<file path="src/rtl/mux8_rr_scheduler.sv">
// Round-robin owner scheduler for the shared 8:1 mux: drives the mux select and a
// one-hot grant, rotating ownership on done, withdrawal, disable or hold expiry.
module mux8_rr_scheduler #(
  parameter int HOLD = 4
) (
  input  logic       clk,
  input  logic       rst,
  input  logic       en,
  input  logic [7:0] req,
  input  logic       done,
  output logic [2:0] sel,
  output logic [7:0] grant,
  output logic       valid
);

  localparam logic [7:0] HOLD_INIT = 8'(HOLD - 1);

  typedef enum logic {IDLE, GRANT} state_t;

  state_t     state, stateNext;
  logic [2:0] ptr, ptrNext;
  logic [7:0] cnt, cntNext;
  logic [2:0] selNext;
  logic [7:0] grantNext;
  logic       validNext;
  logic [2:0] scanBase;
  logic [3:0] arbResult;
  logic       found;
  logic [2:0] pick;
  logic       relCond;

  // Returns {found, index} of the first set request at or after base, wrapping 7->0.
  // Scanning from the far end lets the nearest hit overwrite earlier ones.
  function automatic logic [3:0] arbitrate(input logic [7:0] r, input logic [2:0] base);
    logic [2:0] idx;
    logic [3:0] res;
    res = 4'b0000;
    for (int i = 7; i >= 0; i--) begin
      idx = base + 3'(i);
      if (r[idx]) res = {1'b1, idx};
    end
    return res;
  endfunction

  // While granting, the scan starts just past the current owner, which is where
  // the pointer lands on release; the owner itself is therefore checked last.
  assign scanBase  = (state == IDLE) ? ptr : (sel + 3'd1);
  assign arbResult = arbitrate(req, scanBase);
  assign found     = arbResult[3];
  assign pick      = arbResult[2:0];
  assign relCond   = done || (cnt == 8'd0) || !req[sel] || !en;

  always_comb begin
    stateNext = state;
    ptrNext   = ptr;
    cntNext   = cnt;
    selNext   = sel;
    grantNext = grant;
    validNext = valid;
    case (state)
      IDLE: begin
        grantNext = 8'h00;
        validNext = 1'b0;
        if (en && found) begin
          stateNext = GRANT;
          selNext   = pick;
          grantNext = 8'h01 << pick;
          validNext = 1'b1;
          cntNext   = HOLD_INIT;
        end
      end
      GRANT: begin
        if (relCond) begin
          ptrNext = sel + 3'd1;
          if (en && found) begin
            // Back-to-back handover, including a lone requester regranting itself.
            selNext   = pick;
            grantNext = 8'h01 << pick;
            validNext = 1'b1;
            cntNext   = HOLD_INIT;
          end else begin
            stateNext = IDLE;
            grantNext = 8'h00;
            validNext = 1'b0;
          end
        end else begin
          cntNext = cnt - 8'd1;
        end
      end
      default: begin
        stateNext = IDLE;
        grantNext = 8'h00;
        validNext = 1'b0;
      end
    endcase
  end

  always_ff @(posedge clk or posedge rst) begin
    if (rst) begin
      state <= IDLE;
      ptr   <= 3'd0;
      cnt   <= 8'd0;
      sel   <= 3'd0;
      grant <= 8'h00;
      valid <= 1'b0;
    end else begin
      state <= stateNext;
      ptr   <= ptrNext;
      cnt   <= cntNext;
      sel   <= selNext;
      grant <= grantNext;
      valid <= validNext;
    end
  end

endmodule
</file>
<file path="config.mk">
export PLATFORM = sky130hd
export DESIGN_NAME = mux8_rr_scheduler
export DESIGN_NICKNAME = d
export VERILOG_FILES = /design/src/rtl/mux8_rr_scheduler.sv
export SDC_FILE = /design/constraint.sdc
export NUM_CORES = 1
export LEC_CHECK = 0
export ABC_AREA = 1
export CAP_MARGIN = 40
export CORE_MARGIN = 2
export CORE_UTILIZATION = 27
export CTS_CLUSTER_SIZE = 12
export DETAILED_ROUTE_END_ITERATION = 10
export PLACE_DENSITY = 0.5
export SLEW_MARGIN = 20
export SYNTH_ARGS = -nofsm -noshare
export SYNTH_HDL_FRONTEND = slang
export SYNTH_SLANG_ARGS = --single-unit
</file>
<file path="constraint.sdc">
create_clock -name clk -period 3.4 [get_ports clk]
set_clock_uncertainty 0.1 [all_clocks]
set_input_delay 0.68 -clock clk [delete_from_list [all_inputs] [get_ports clk]]
set_output_delay 0.68 -clock clk [all_outputs]
set_load 0.02 [all_outputs]
</file>
# Word level (Yosys, flattened, before mapping)
# Cells that the tools add are included.
# op_classes
add_sub_neg	9
magnitude_cmp	9
n_eq_ne	1
shift	1
muxes	41
bitwise	1
n_reduce_logical	8
# op_table
cell	count
< comparator 3 x 4 -> 1 bit (second input constant)	9
two-way mux 4 bit	8
two-way mux 8 bit	4
case mux 8 bit (2 select lines)	2
binary-select mux 1 bit (select 3 bit)	9
adder 3 bit (second input constant)	4
two-way mux 1 bit	12
two-way mux 3 bit	3
zero test 8 bit	1
left shift 1 x 3 -> 8 bit (first input constant)	1
subtractor 8 x 1 -> 8 bit (second input constant)	1
adder 3 x 1 -> 3 bit (second input constant)	2
adder 3 x 2 -> 3 bit (second input constant)	2
case mux 3 bit (2 select lines)	1
case mux 1 bit (2 select lines)	2
logical OR 1 bit	3
zero test 1 bit	2
!= test 2 x 1 -> 1 bit (second input constant)	1
AND reduction 2 bit	1
logical AND 1 bit	1
inverter 1 bit	1
# word_totals
register_bits	24
output_inout_bits	12
wordCells	76

# Logic depth before layout (Yosys ltp)
# Gate-level depths: netlist of run 1.
# logic_depth
depth_word	17
ltp_mapped	24
mapped_depth_nobuf	22

# Worst setup path before layout of run 1
# No wires, ideal clock.
# synth_path
path_kind	reg-to-reg
start	reg sel[0]
end	reg sel[1]
setup_ns	0.122
t_arrival_ns	2.376
required_time_ns	3.178
setup_slack_ns	0.802
path_stages_with_launch	18
path_buffers	2
synth_period_minus_slack_ns	2.598
cell_sequence	dfrtp_1 -> ha_1 -> nand2_1 -> nand2_1 -> buf_6 -> ha_1 -> inv_1 -> nand3_1 -> nand2_1 -> nand2_1 -> nand2_2 -> nor3_1 -> nand3_2 -> nand3_2 -> buf_6 -> inv_2 -> nand2_1 -> o21ai_1
# synth_between
elab_chain_cells	17
# synth_lines
item	line_no	source
start: declaration	11	output logic [2:0] sel,
start signal: assignment	110	sel <= selNext;
adder 3 x 1 -> 3 bit	47	assign scanBase = (state == IDLE) ? ptr : (sel + 3'd1);
two-way mux 3 bit	47	
adder 3 bit	39	idx = base + 3'(i);
binary-select mux 1 bit (select 3 bit)	40	if (r[idx]) res = {1'b1, idx};
two-way mux 1 bit (not written as such)	40	
two-way mux 4 bit (8 in a row)	40	
logical AND 1 bit	64, 75	
two-way mux 3 bit	64, 75	
two-way mux 3 bit	73	if (relCond) begin
case mux 3 bit (2 select lines)	60	case (state)
# Several ways; a longest one is shown, not always the timed one. The select of a mux whose other input is x is not followed.
# A chain may end at the register's enable or synchronous reset.

# Final worst setup path of run 1
# layout_path
start	reg state
end	reg grant[3]
# layout_between
elab_chain_cells	16
# layout_lines
item	line_no	source
start: declaration	20	state_t state, stateNext;
start signal: assignment	107	state <= stateNext;
two-way mux 3 bit	47	
adder 3 bit	39	
binary-select mux 1 bit (select 3 bit)	40	
two-way mux 1 bit (not written as such)	40	
two-way mux 4 bit (8 in a row)	40	
left shift 1 x 3 -> 8 bit or logical AND 1 bit (tied branches)	n/a	
two-way mux 8 bit	64, 75	
two-way mux 8 bit	73	
case mux 8 bit (2 select lines)	60	
end signal: assignment	111	grant <= grantNext;
end: declaration	12	output logic [7:0] grant,
# Several ways; a longest one is shown, not always the timed one. The select of a mux whose other input is x is not followed.

==> key figures, run 1 <==
Run status
  • Result of the run: completed

Yosys
  • Library cell occupying the most area in the post-synthesis netlist: sky130_fd_sc_hd__dfrtp_1
  • Post-Synthesis Cells: 342
  • Synth top cells by count: 151 x sky130_fd_sc_hd__nand2_1, 40 x sky130_fd_sc_hd__nand3_1, 33 x sky130_fd_sc_hd__inv_1
  • Cells taking the most area after synthesis: sky130_fd_sc_hd__dfrtp_1 28%, sky130_fd_sc_hd__nand2_1 27%, sky130_fd_sc_hd__nand3_1 9.5%
  • Number of synthesized flops with an enable pin: 0
  • Primary FF master, synth: sky130_fd_sc_hd__dfrtp_1
  • Syn Nets: 358
  • Warnings, synthesis: 0
  • Async S/R FF share, synth: 1.00
  • Area fraction of the dominant cell type after synthesis: 0.284
  • Mean instance size in the synthesized netlist: 6.18 um2
  • Top-count cell post-synth: sky130_fd_sc_hd__nand2_1
  • Summed instance area of the synthesized netlist: 2110 um2
  • Number of synthesized register bits: 24
  • Post-synthesis cell type count: 28
  • Part of the Yosys area used for sequential elements: 0.284

Timing
  • Fin crit share: 0.825
  • Worst slew slack as a fraction of its limit: 0.639
  • Number of hold violations in the final report: 0
  • Least-Margin Pin Slew: 0.540 ns
  • Final count of negative-setup-slack endpoints: 0
  • RSZ-0062 raised after global routing: no
  • Number of pins exceeding their max-slew limit in the final report: 0
  • Final critical delay including setup and external delays: 2.80 ns
  • Fmax: 357 MHz
  • Post-Route Setup TNS: 0 ns

Critical path
  • Endpoint type of the worst setup path: flip-flop
  • Arrival time at the worst endpoint: 2.91 ns
  • Critical Path Start Type: flip-flop
  • Class of the most critical setup path: flip-flop to flip-flop
  • Worst-path maximum fanout: 11
  • Critical path data required time: 3.50 ns

Routing
  • DRC violations left: 0
  • Average vias per placed instance: 4.50
  • DRC marker count from the first detailed-route iteration: 62
  • Vias: 2108
  • Detailed-router iteration count before antenna repair: 4
  • Routed wirelength normalized by instance count: 11.5 um
  • Residual antenna-violating net count after detailed routing: 0
  • Total routed wirelength: 5400 um

Final layout
  • Ant diodes: 0
  • Area taken by flip-flops and latches: 601 um2
  • NumNets Final: 383
  • Fraction of final layout cells sized beyond drive strength 1: 0.134
  • Non-filler instance count after layout: 468
  • Total of fill cells in the finished design: 851
  • Relative area change from synthesis to final layout: 19.1%
  • Area used by multi-input combinational logic: 1280 um2

Global routing
  • Initial antenna violation count: 0
  • Overall global routing resource usage: 0.136
  • Via count of the first global-routing pass: 2201
  • Residual overflow from global routing: 0
  • First-pass GRT wire length: 9600 um
  • Pin count of the biggest net entering global routing: 15

Die
  • Die Y: 92.4 um
  • Die Outline Area: 8550 um2
  • Starting utilization of the core area: 0.276
  • Total core area: 7650 um2
  • Top Ports: 24
  • FP Rows: 32
  • Die X-Extent: 92.4 um

Placed design
  • Port buffer count: 23
  • Cell Count Post-Placement: 464
  • Post-detail-place hpwl: 4490 um
  • Global placement routability congestion: 0.840

CTS
  • Post-CTS setup buffer count: 0
  • Clock tree buffer depth: 2
  • Hold-fix buffers, CTS: 0
  • Clock sink count: 24
  • Source-to-sink clock delay at the later pin of the worst-skew pair: 0.26 ns
  • H-tree level count: 1
  • Clock Pin Slew Worst Setup and Hold Paths: 0.08 ns
  • Clock tree from TritonCTS: done
  • Root buf cell: sky130_fd_sc_hd__clkbuf_8
  • Number of buffers created by CTS: 3
  • Quantity of gates resized following cts: 0

Flow run
  • Reported max-cap violation count: 0

Hold path
  • Type of the tightest min-delay check: flip-flop to flip-flop
[area by class of cell]
| type | instances | area share |
|---|---|---|
| Multi-Input combinational cell | 268 | 0.510 |
| Timing Repair Buffer | 27 | 0.111 |
| Sequential cell | 24 | 0.239 |
| Tap cell | 102 | 0.0507 |
| Inverter | 43 | 0.0672 |
| Clock buffer | 4 | 0.0219 |
[cells by family (layout without fill, tap and decap cells)]
group                    after synthesis  in the layout  synth area share
adder cells (fa/ha/maj)                4              4            0.0237
AO/OA/AOI/OAI                         28             28            0.0699
buffers and inverters                 50             74             0.108
AND/OR/NAND/NOR                      235            235             0.509
flip-flops                            24             24             0.284
multiplexers                           1              1           0.00474
[worst max-delay path: stages, from the launching register on]
cell and delay [ns]:
sky130_fd_sc_hd__dfrtp_1 0.53, sky130_fd_sc_hd__inv_8 0.08, sky130_fd_sc_hd__nand2_1 0.14, sky130_fd_sc_hd__nand2_4 0.11, sky130_fd_sc_hd__ha_1 0.35, sky130_fd_sc_hd__inv_1 0.14, sky130_fd_sc_hd__nand3_1 0.09, sky130_fd_sc_hd__nand2_1 0.09
sky130_fd_sc_hd__nand2_1 0.07, sky130_fd_sc_hd__nand2_1 0.12, sky130_fd_sc_hd__inv_2 0.05, sky130_fd_sc_hd__nand2_1 0.08, sky130_fd_sc_hd__nor3_2 0.04, sky130_fd_sc_hd__nand3_2 0.08, sky130_fd_sc_hd__nand3_2 0.23, sky130_fd_sc_hd__a21oi_2 0.30
sky130_fd_sc_hd__nand3_1 0.10, sky130_fd_sc_hd__nand2_1 0.07
[registers in the layout, indices dropped and copies added (netlist names)]
register	count
sel	3
state	1
valid	1
ptr	3
cnt	8
grant	8
[worst paths after layout]
| path | from | end | slack (ns) | cells after the start |
|---|---|---|---|---|
| min in group asynchronous | rst | grant[1]$_DFFE_PP0N_ | 0.65 | 2 |
| max in group asynchronous | rst | ptr[2]$_DFFE_PP0P_ | 2.09 | 3 |
| max | state$_DFF_PP0_ | grant[3]$_DFFE_PP0N_ | 0.60 | 17 |
| min | valid$_DFFE_PP0N_ | valid$_DFFE_PP0N_ | 0.39 | 2 |
| max reg2reg | state$_DFF_PP0_ | grant[3]$_DFFE_PP0N_ | 0.60 | 17 |
| min reg2reg | valid$_DFFE_PP0N_ | valid$_DFFE_PP0N_ | 0.39 | 2 |
[metal layers]
metal | vias to the layer above | GRT usage | routed length [um]
met1 | 944 | 0.175 | 2620
met4 | 0 | 0.0522 | 131
met3 | 14 | 0.0106 | 136
met5 | - | 0 | 0
li1 | 1117 | - | -
met2 | 33 | 0.236 | 2510
[stage by stage]
stage                util  setup slack, ns  hold WS, ns  cell area (um2)
floorplan               -            0.802        0.359             2110
global placement    0.318            0.493        0.369             2430
detailed placement  0.322            0.461        0.369             2460
CTS                 0.329            0.578        0.393             2510
global route        0.329            0.327        0.428             2510
finish              0.329            0.596        0.387             2510
[cells in the final DEF (no fill, tap or decap)]
| master | netlist | final |
|---|---|---|
| sky130_fd_sc_hd__nand2_1 | 151 | 151 |
| sky130_fd_sc_hd__nand3_1 | 40 | 40 |
| sky130_fd_sc_hd__inv_1 | 33 | 33 |
| sky130_fd_sc_hd__dfrtp_1 | 24 | 24 |
| sky130_fd_sc_hd__clkdlybuf4s50_1 | 0 | 23 |
| sky130_fd_sc_hd__nand2_2 | 14 | 14 |
| sky130_fd_sc_hd__a21oi_1 | 12 | 12 |
| sky130_fd_sc_hd__o21ai_0 | 12 | 12 |
| sky130_fd_sc_hd__nor2_1 | 9 | 9 |
| sky130_fd_sc_hd__inv_2 | 9 | 9 |
| sky130_fd_sc_hd__nand2_4 | 4 | 4 |
| sky130_fd_sc_hd__nand3_2 | 4 | 4 |
| sky130_fd_sc_hd__ha_1 | 4 | 4 |
| sky130_fd_sc_hd__clkbuf_8 | 0 | 4 |
| sky130_fd_sc_hd__or2_2 | 3 | 3 |
| sky130_fd_sc_hd__buf_4 | 1 | 3 |
| sky130_fd_sc_hd__nor3_1 | 2 | 2 |
| sky130_fd_sc_hd__nor2_2 | 2 | 2 |
| sky130_fd_sc_hd__and2_1 | 2 | 2 |
| sky130_fd_sc_hd__o21ai_1 | 2 | 2 |
| sky130_fd_sc_hd__inv_8 | 1 | 1 |
| sky130_fd_sc_hd__a311oi_1 | 1 | 1 |
| sky130_fd_sc_hd__and3_1 | 1 | 1 |
| sky130_fd_sc_hd__nand2_8 | 1 | 1 |
| sky130_fd_sc_hd__nor3_2 | 1 | 1 |
| sky130_fd_sc_hd__a21oi_2 | 1 | 1 |
| sky130_fd_sc_hd__mux2i_1 | 1 | 1 |
| sky130_fd_sc_hd__nor2_4 | 1 | 1 |
| sky130_fd_sc_hd__buf_16 | 0 | 1 |
Power of run 1 is not shown: default switching activity piles up to over one toggle a cycle in this logic, so the estimate is an artifact.
==> inputs of run 2 (changes only) <==
==> constraint.sdc (replaced) <==
create_clock -name clk -period 2.9 [get_ports clk]
set_clock_uncertainty 0.1 [all_clocks]
set_input_delay 0.58 -clock clk [delete_from_list [all_inputs] [get_ports clk]]
set_output_delay 0.58 -clock clk [all_outputs]
set_load 0.02 [all_outputs]
==> run 2 against run 1 <==
Net effect: first-iteration DRC count grew 16%; cell area grew 1.4%; worst hold slack lost 0.0015 ns; count of clock-buffer cells in the layout is the same; die area is the same.
==> key figures, run 2 (synthesis gave the netlist of run 1 again) <==
Critical path
  • Critical Path Start Type: flip-flop
  • Endpoint type of the worst setup path: flip-flop
  • Arrival time at the worst endpoint: 2.71 ns
  • Class of the most critical setup path: flip-flop to flip-flop
  • Critical path data required time: 2.98 ns
  • Worst-path maximum fanout: 5

Final layout
  • Biggest registers after layout: cnt (8), grant (8)
  • Most used cells in the layout excluding fill and tap cells: 150 x sky130_fd_sc_hd__nand2_1, 40 x sky130_fd_sc_hd__nand3_1, 33 x sky130_fd_sc_hd__inv_1, 24 x sky130_fd_sc_hd__dfrtp_1, 23 x sky130_fd_sc_hd__clkdlybuf4s50_1
  • Most common library cell in the layout ignoring fill and taps: sky130_fd_sc_hd__nand2_1
  • NumNets Final: 388
  • Ant diodes: 0
  • Relative area change from synthesis to final layout: 20.7%
  • Fraction of final layout cells sized beyond drive strength 1: 0.148

Flow run
  • Reported max-cap violation count: 0

Routing
  • Detailed-router iteration count before antenna repair: 4
  • Routed wirelength normalized by instance count: 11.3 um
  • DRC violations left: 0
  • Residual antenna-violating net count after detailed routing: 0
  • Vias: 2147
  • Average vias per placed instance: 4.54
  • DRC marker count from the first detailed-route iteration: 72
  • Total routed wirelength: 5360 um

CTS
  • Number of buffers created by CTS: 3
  • Root buf cell: sky130_fd_sc_hd__clkbuf_8
  • Hold-fix buffers, CTS: 0
  • H-tree level count: 1
  • Clock tree from TritonCTS: done
  • Quantity of gates resized following cts: 0
  • Clock sink count: 24
  • Clock Pin Slew Worst Setup and Hold Paths: 0.09 ns
  • Post-CTS setup buffer count: 0
  • Clock tree buffer depth: 2
  • Source-to-sink clock delay at the later pin of the worst-skew pair: 0.27 ns

Global routing
  • Busiest grt layer: met2
  • Residual overflow from global routing: 0
  • GR Util met3: 0.0114
  • Pin count of the biggest net entering global routing: 25
  • Overall global routing resource usage: 0.134
  • Initial antenna violation count: 0
  • First-pass GRT wire length: 9400 um
  • Global routing usage on met1: 0.187
  • Global routing met2 resource utilization: 0.219
  • Via count of the first global-routing pass: 2046

Hold path
  • Type of the tightest min-delay check: flip-flop to flip-flop

Die
  • Die X-Extent: 92.4 um
  • Die Y: 92.4 um
  • Top Ports: 24
  • FP Rows: 32
  • Total core area: 7650 um2
  • Starting utilization of the core area: 0.276
  • Die Outline Area: 8550 um2

Placed design
  • Port buffer count: 23
  • Post-detail-place hpwl: 4320 um
  • Global placement routability congestion: 0.882

Timing
  • Fmax: 381 MHz
  • Least-Margin Pin Slew: 0.312 ns
  • Number of pins exceeding their max-slew limit in the final report: 0
  • Post-Route Setup TNS: 0 ns
  • Final critical delay including setup and external delays: 2.63 ns
  • Final count of negative-setup-slack endpoints: 0
  • Fin crit share: 0.905
  • Number of hold violations in the final report: 0
  • RSZ-0062 raised after global routing: no
  • Worst slew slack as a fraction of its limit: 0.790

Run status
  • Result of the run: completed
## run 2: cell count changes in the layout (fill, tap and decap cells not counted)
cell                      previous run  this run
sky130_fd_sc_hd__buf_4               3         9
sky130_fd_sc_hd__a21oi_2             1         0
sky130_fd_sc_hd__nand3_2             4         3
sky130_fd_sc_hd__nand2_2            14        15
sky130_fd_sc_hd__nand2_1           151       150
sky130_fd_sc_hd__a21oi_4             0         1
sky130_fd_sc_hd__nand3_4             0         1
sky130_fd_sc_hd__buf_16              1         0
## run 2: worst max-delay path: stages, from the launching register on
cell	delay [ns]
sky130_fd_sc_hd__dfrtp_1	0.42
sky130_fd_sc_hd__ha_1	0.30
sky130_fd_sc_hd__nand2_1	0.06
sky130_fd_sc_hd__nand2_1	0.07
sky130_fd_sc_hd__ha_1	0.32
sky130_fd_sc_hd__inv_1	0.08
sky130_fd_sc_hd__nand3_1	0.08
sky130_fd_sc_hd__nand2_1	0.07
sky130_fd_sc_hd__nand2_1	0.08
sky130_fd_sc_hd__nand2_1	0.10
sky130_fd_sc_hd__inv_2	0.07
sky130_fd_sc_hd__nand2_1	0.06
sky130_fd_sc_hd__nor3_2	0.12
sky130_fd_sc_hd__nand3_2	0.13
sky130_fd_sc_hd__nand3_4	0.13
sky130_fd_sc_hd__buf_4	0.15
sky130_fd_sc_hd__nand2_1	0.05
sky130_fd_sc_hd__mux2i_1	0.15
## run 2: final cells by class
cell class | count | area (um2)
Fill cell | 859 | 5100
Multi-Input combinational cell | 268 | 1300
Sequential cell | 24 | 601
Timing Repair Buffer | 32 | 298
Inverter | 43 | 169
Tap cell | 102 | 128
Clock buffer | 4 | 55.1
## run 2: final timing paths
kind / start / slack, ns / cells past startpoint / endpoint
max: sel[1]$_DFFE_PP0P_ / 0.27 / 17 / cnt[4]$_DFF_PP0_
min: grant[0]$_DFFE_PP0N_ / 0.39 / 2 / grant[0]$_DFFE_PP0N_
max reg2reg: sel[1]$_DFFE_PP0P_ / 0.27 / 17 / cnt[4]$_DFF_PP0_
min reg2reg: grant[0]$_DFFE_PP0N_ / 0.39 / 2 / grant[0]$_DFFE_PP0N_
max in group asynchronous: rst / 1.89 / 3 / sel[0]$_DFFE_PP0P_
min in group asynchronous: rst / 0.55 / 3 / grant[1]$_DFFE_PP0N_
## run 2: metal layers
metal / routed length, um / share of wire / vias to the layer above
met5: 0 / 0 / -
met4: 85 / 0.016 / 0
met3: 130 / 0.024 / 8
met2: 2470 / 0.46 / 33
met1: 2670 / 0.50 / 979
li1: - / - / 1127
## run 2: metrics by stage
stage	instance area [um2]	setup WS, ns	utilization	std cells	hold slack (ns)
after floorplan	2110	0.302	-	342	0.359
final	2550	0.274	0.333	473	0.385
after CTS	2530	0.225	0.331	473	0.391
after global routing	2550	0.0431	0.333	473	0.412
after global placement	2480	0.142	0.324	469	0.369
after detailed placement	2480	0.161	0.324	469	0.369
Power of run 2 is left out for the same reason.
==> inputs of run 3 (changes only) <==
--- a/config.mk
+++ b/config.mk
@@ -7,8 +7,10 @@
 export LEC_CHECK = 0
 export ABC_AREA = 1
 export CAP_MARGIN = 40
+export CORE_ASPECT_RATIO = 0.5
 export CORE_MARGIN = 2
 export CORE_UTILIZATION = 27
+export CTS_CLUSTER_DIAMETER = 120
 export CTS_CLUSTER_SIZE = 12
 export DETAILED_ROUTE_END_ITERATION = 10
 export PLACE_DENSITY = 0.5
==> run 3 against run 2 <==
Net effect: critical path depth rose by 1; register-to-register slack got worse by 0.06 ns; non-clock buffer count rose by 2; worst hold slack got worse by 0.0055 ns; maximum frequency fell by 2.1%; core utilization rose by 2.7 points; highest routed layer unchanged; routed wire length fell by 0.34%; via count fell by 0.75%; setup slack got worse by 0.056 ns; cell area rose by 5.3%; final cell count rose by 1.7%; sequential cell count did not move.
==> key figures, run 3 (synthesis gave the netlist of run 1 again) <==
Final layout
  • Most used cells in the layout excluding fill and tap cells: 145 x sky130_fd_sc_hd__nand2_1, 39 x sky130_fd_sc_hd__nand3_1, 32 x sky130_fd_sc_hd__inv_1, 23 x sky130_fd_sc_hd__dfrtp_1, 23 x sky130_fd_sc_hd__clkdlybuf4s50_1
  • Fraction of final layout cells sized beyond drive strength 1: 0.180
  • Ant diodes: 0
  • NumNets Final: 390
  • Non-filler instance count after layout: 481
  • Total of fill cells in the finished design: 801
  • Relative area change from synthesis to final layout: 27.2%
  • Most common library cell in the layout ignoring fill and taps: sky130_fd_sc_hd__nand2_1
  • Biggest registers after layout: cnt (8), grant (8)

Die
  • FP Rows: 22
  • Die Outline Area: 8590 um2
  • Top Ports: 24
  • Starting utilization of the core area: 0.283
  • Die Y: 66.5 um
  • Die X-Extent: 129 um
  • Total core area: 7460 um2

Global routing
  • First-pass GRT wire length: 9470 um
  • Pin count of the biggest net entering global routing: 25
  • Initial antenna violation count: 0
  • Residual overflow from global routing: 0
  • Via count of the first global-routing pass: 2036
  • Overall global routing resource usage: 0.137

Timing
  • Least-Margin Pin Slew: 0.437 ns
  • Fin crit share: 0.925
  • Fmax: 373 MHz
  • Final critical delay including setup and external delays: 2.68 ns
  • Final count of negative-setup-slack endpoints: 0
  • Worst slew slack as a fraction of its limit: 0.705
  • Number of hold violations in the final report: 0
  • Number of pins exceeding their max-slew limit in the final report: 0

Placed design
  • Cell Count Post-Placement: 472
  • Post-detail-place hpwl: 4210 um
  • Port buffer count: 23
  • Global placement routability congestion: 0.887

Critical path
  • Number of cells on the worst reg-to-reg path: 18
  • Critical Path, Cell by Cell: inv_8 > nand2_1 > nand2_4 > ha_4 > clkinvlp_4 > nand3_1 > nand2_2 > nand2_2 > nand2_2 > inv_2 > nand2_1 > nor3_2 > nand3_2 > nand3_4 > buf_12 > nor2_4 > nand2_1 > nand2_1
  • Reg-to-Reg End: grant[5]$_DFFE_PP0N_
  • Arrival time at the worst endpoint: 2.73 ns
  • Stage delay of the slowest cell on the critical path: 0.45 ns
  • Critical Path Start Type: flip-flop
  • WP buf/inv: 4
  • Cell with the biggest individual delay on the critical path: sky130_fd_sc_hd__dfrtp_2
  • Endpoint type of the worst setup path: flip-flop
  • Cell family with most CP delay: simple AND/OR/NAND/NOR gates
  • Worst-path maximum fanout: 9
  • Critical path data required time: 2.95 ns
  • Reg2Reg Setup Slack: 0.22 ns
  • Cell type with the highest occurrence count on the critical path: sky130_fd_sc_hd__nand2_1
  • WP depth: 18
  • Class of the most critical setup path: flip-flop to flip-flop
  • Startpoint of the most critical register-to-register path: state$_DFF_PP0_

Hold path
  • Type of the tightest min-delay check: flip-flop to flip-flop
  • Sink of the worst hold path: grant[0]$_DFFE_PP0N_
  • Hold wc startpoint: grant[0]$_DFFE_PP0N_
  • Hold Path Cell Cnt: 2

Run status
  • Result of the run: completed

Routing
  • Total routed wirelength: 5340 um
  • DRC violations left: 0
  • Routed wirelength normalized by instance count: 11.1 um
  • Residual antenna-violating net count after detailed routing: 0
  • Vias: 2131
  • Average vias per placed instance: 4.43
  • DRC marker count from the first detailed-route iteration: 173
  • Detailed-router iteration count before antenna repair: 4

CTS
  • Root buf cell: sky130_fd_sc_hd__clkbuf_16
  • H-tree level count: 1
  • Number of buffers created by CTS: 3
  • Clock sink count: 24
  • Clock tree from TritonCTS: done
  • Hold-fix buffers, CTS: 0
  • Clock tree buffer depth: 2
  • Clock Pin Slew Worst Setup and Hold Paths: 0.06 ns
  • Source-to-sink clock delay at the later pin of the worst-skew pair: 0.25 ns

Flow run
  • Reported max-cap violation count: 0
-- run 3: worst reg2reg max path: stages (launching register included) --
cell and delay [ns]:
sky130_fd_sc_hd__dfrtp_2 0.45, sky130_fd_sc_hd__inv_8 0.07, sky130_fd_sc_hd__nand2_1 0.15, sky130_fd_sc_hd__nand2_4 0.14, sky130_fd_sc_hd__ha_4 0.32, sky130_fd_sc_hd__clkinvlp_4 0.11, sky130_fd_sc_hd__nand3_1 0.11, sky130_fd_sc_hd__nand2_2 0.08
sky130_fd_sc_hd__nand2_2 0.07, sky130_fd_sc_hd__nand2_2 0.07, sky130_fd_sc_hd__inv_2 0.06, sky130_fd_sc_hd__nand2_1 0.06, sky130_fd_sc_hd__nor3_2 0.19, sky130_fd_sc_hd__nand3_2 0.16, sky130_fd_sc_hd__nand3_4 0.14, sky130_fd_sc_hd__buf_12 0.12
sky130_fd_sc_hd__nor2_4 0.04, sky130_fd_sc_hd__nand2_1 0.08, sky130_fd_sc_hd__nand2_1 0.06
-- run 3: per-stage QoR --
stage | util | setup WS (ns) | cell area (um2) | hold slack [ns] | TNS [ns]
after floorplan | - | 0.302 | 2110 | 0.359 | 0
after global placement | 0.330 | -0.0210 | 2460 | 0.366 | -0.0302
after detailed placement | 0.330 | -0.00640 | 2460 | 0.369 | -0.0116
after CTS | 0.344 | 0.0391 | 2570 | 0.384 | 0
after global routing | 0.360 | -0.00949 | 2690 | 0.404 | -0.00949
final | 0.360 | 0.218 | 2690 | 0.380 | 0
-- run 3: how the worst max path moves through the flow --
| stage | from | endpoint | slack (ns) |
|---|---|---|---|
| floorplan | sel[0]$_DFFE_PP0P_ | sel[1]$_DFFE_PP0P_ | 0.30 |
| global route | state$_DFF_PP0_ | cnt[4]$_DFF_PP0_ | -0.009 |
| finish | state$_DFF_PP0_ | grant[5]$_DFFE_PP0N_ | 0.22 |
| global placement | state$_DFF_PP0_ | grant[2]$_DFFE_PP0N_ | -0.02 |
| CTS | sel[0]$_DFFE_PP0P_ | grant[2]$_DFFE_PP0N_ | 0.04 |
| detailed placement | state$_DFF_PP0_ | grant[2]$_DFFE_PP0N_ | -0.006 |
-- run 3: cell type report --
class,instances,area (um2),area share
multi-input combinational,268,1340,0.500
sequential,24,602,0.224
timing repair buffer,34,329,0.122
inverter,43,173,0.0643
tap,108,135,0.0503
clock buffer,3,75.1,0.0279
clock inverter,1,30.0,0.0112
-- run 3: routing by layer --
layer  routed length [um]  vias to the layer above  global-route usage  share of wire
met5                    0                        -                   0              0
met4                   34                        0              0.0421         0.0064
met3                  122                        2              0.0129          0.023
met2                 2420                       29               0.228           0.45
met1                 2760                      970               0.189           0.52
li1                     -                     1130                   -              -
-- run 3: repair_timing --
| action | CTS | global route |
|---|---|---|
| gates resized for setup | 1 | 14 |
| setup buffers | 0 | 5 |
| pin swaps | 0 | 5 |
| setup endpoints to repair | 4 | 20 |
Power of run 3 is left out for the same reason.
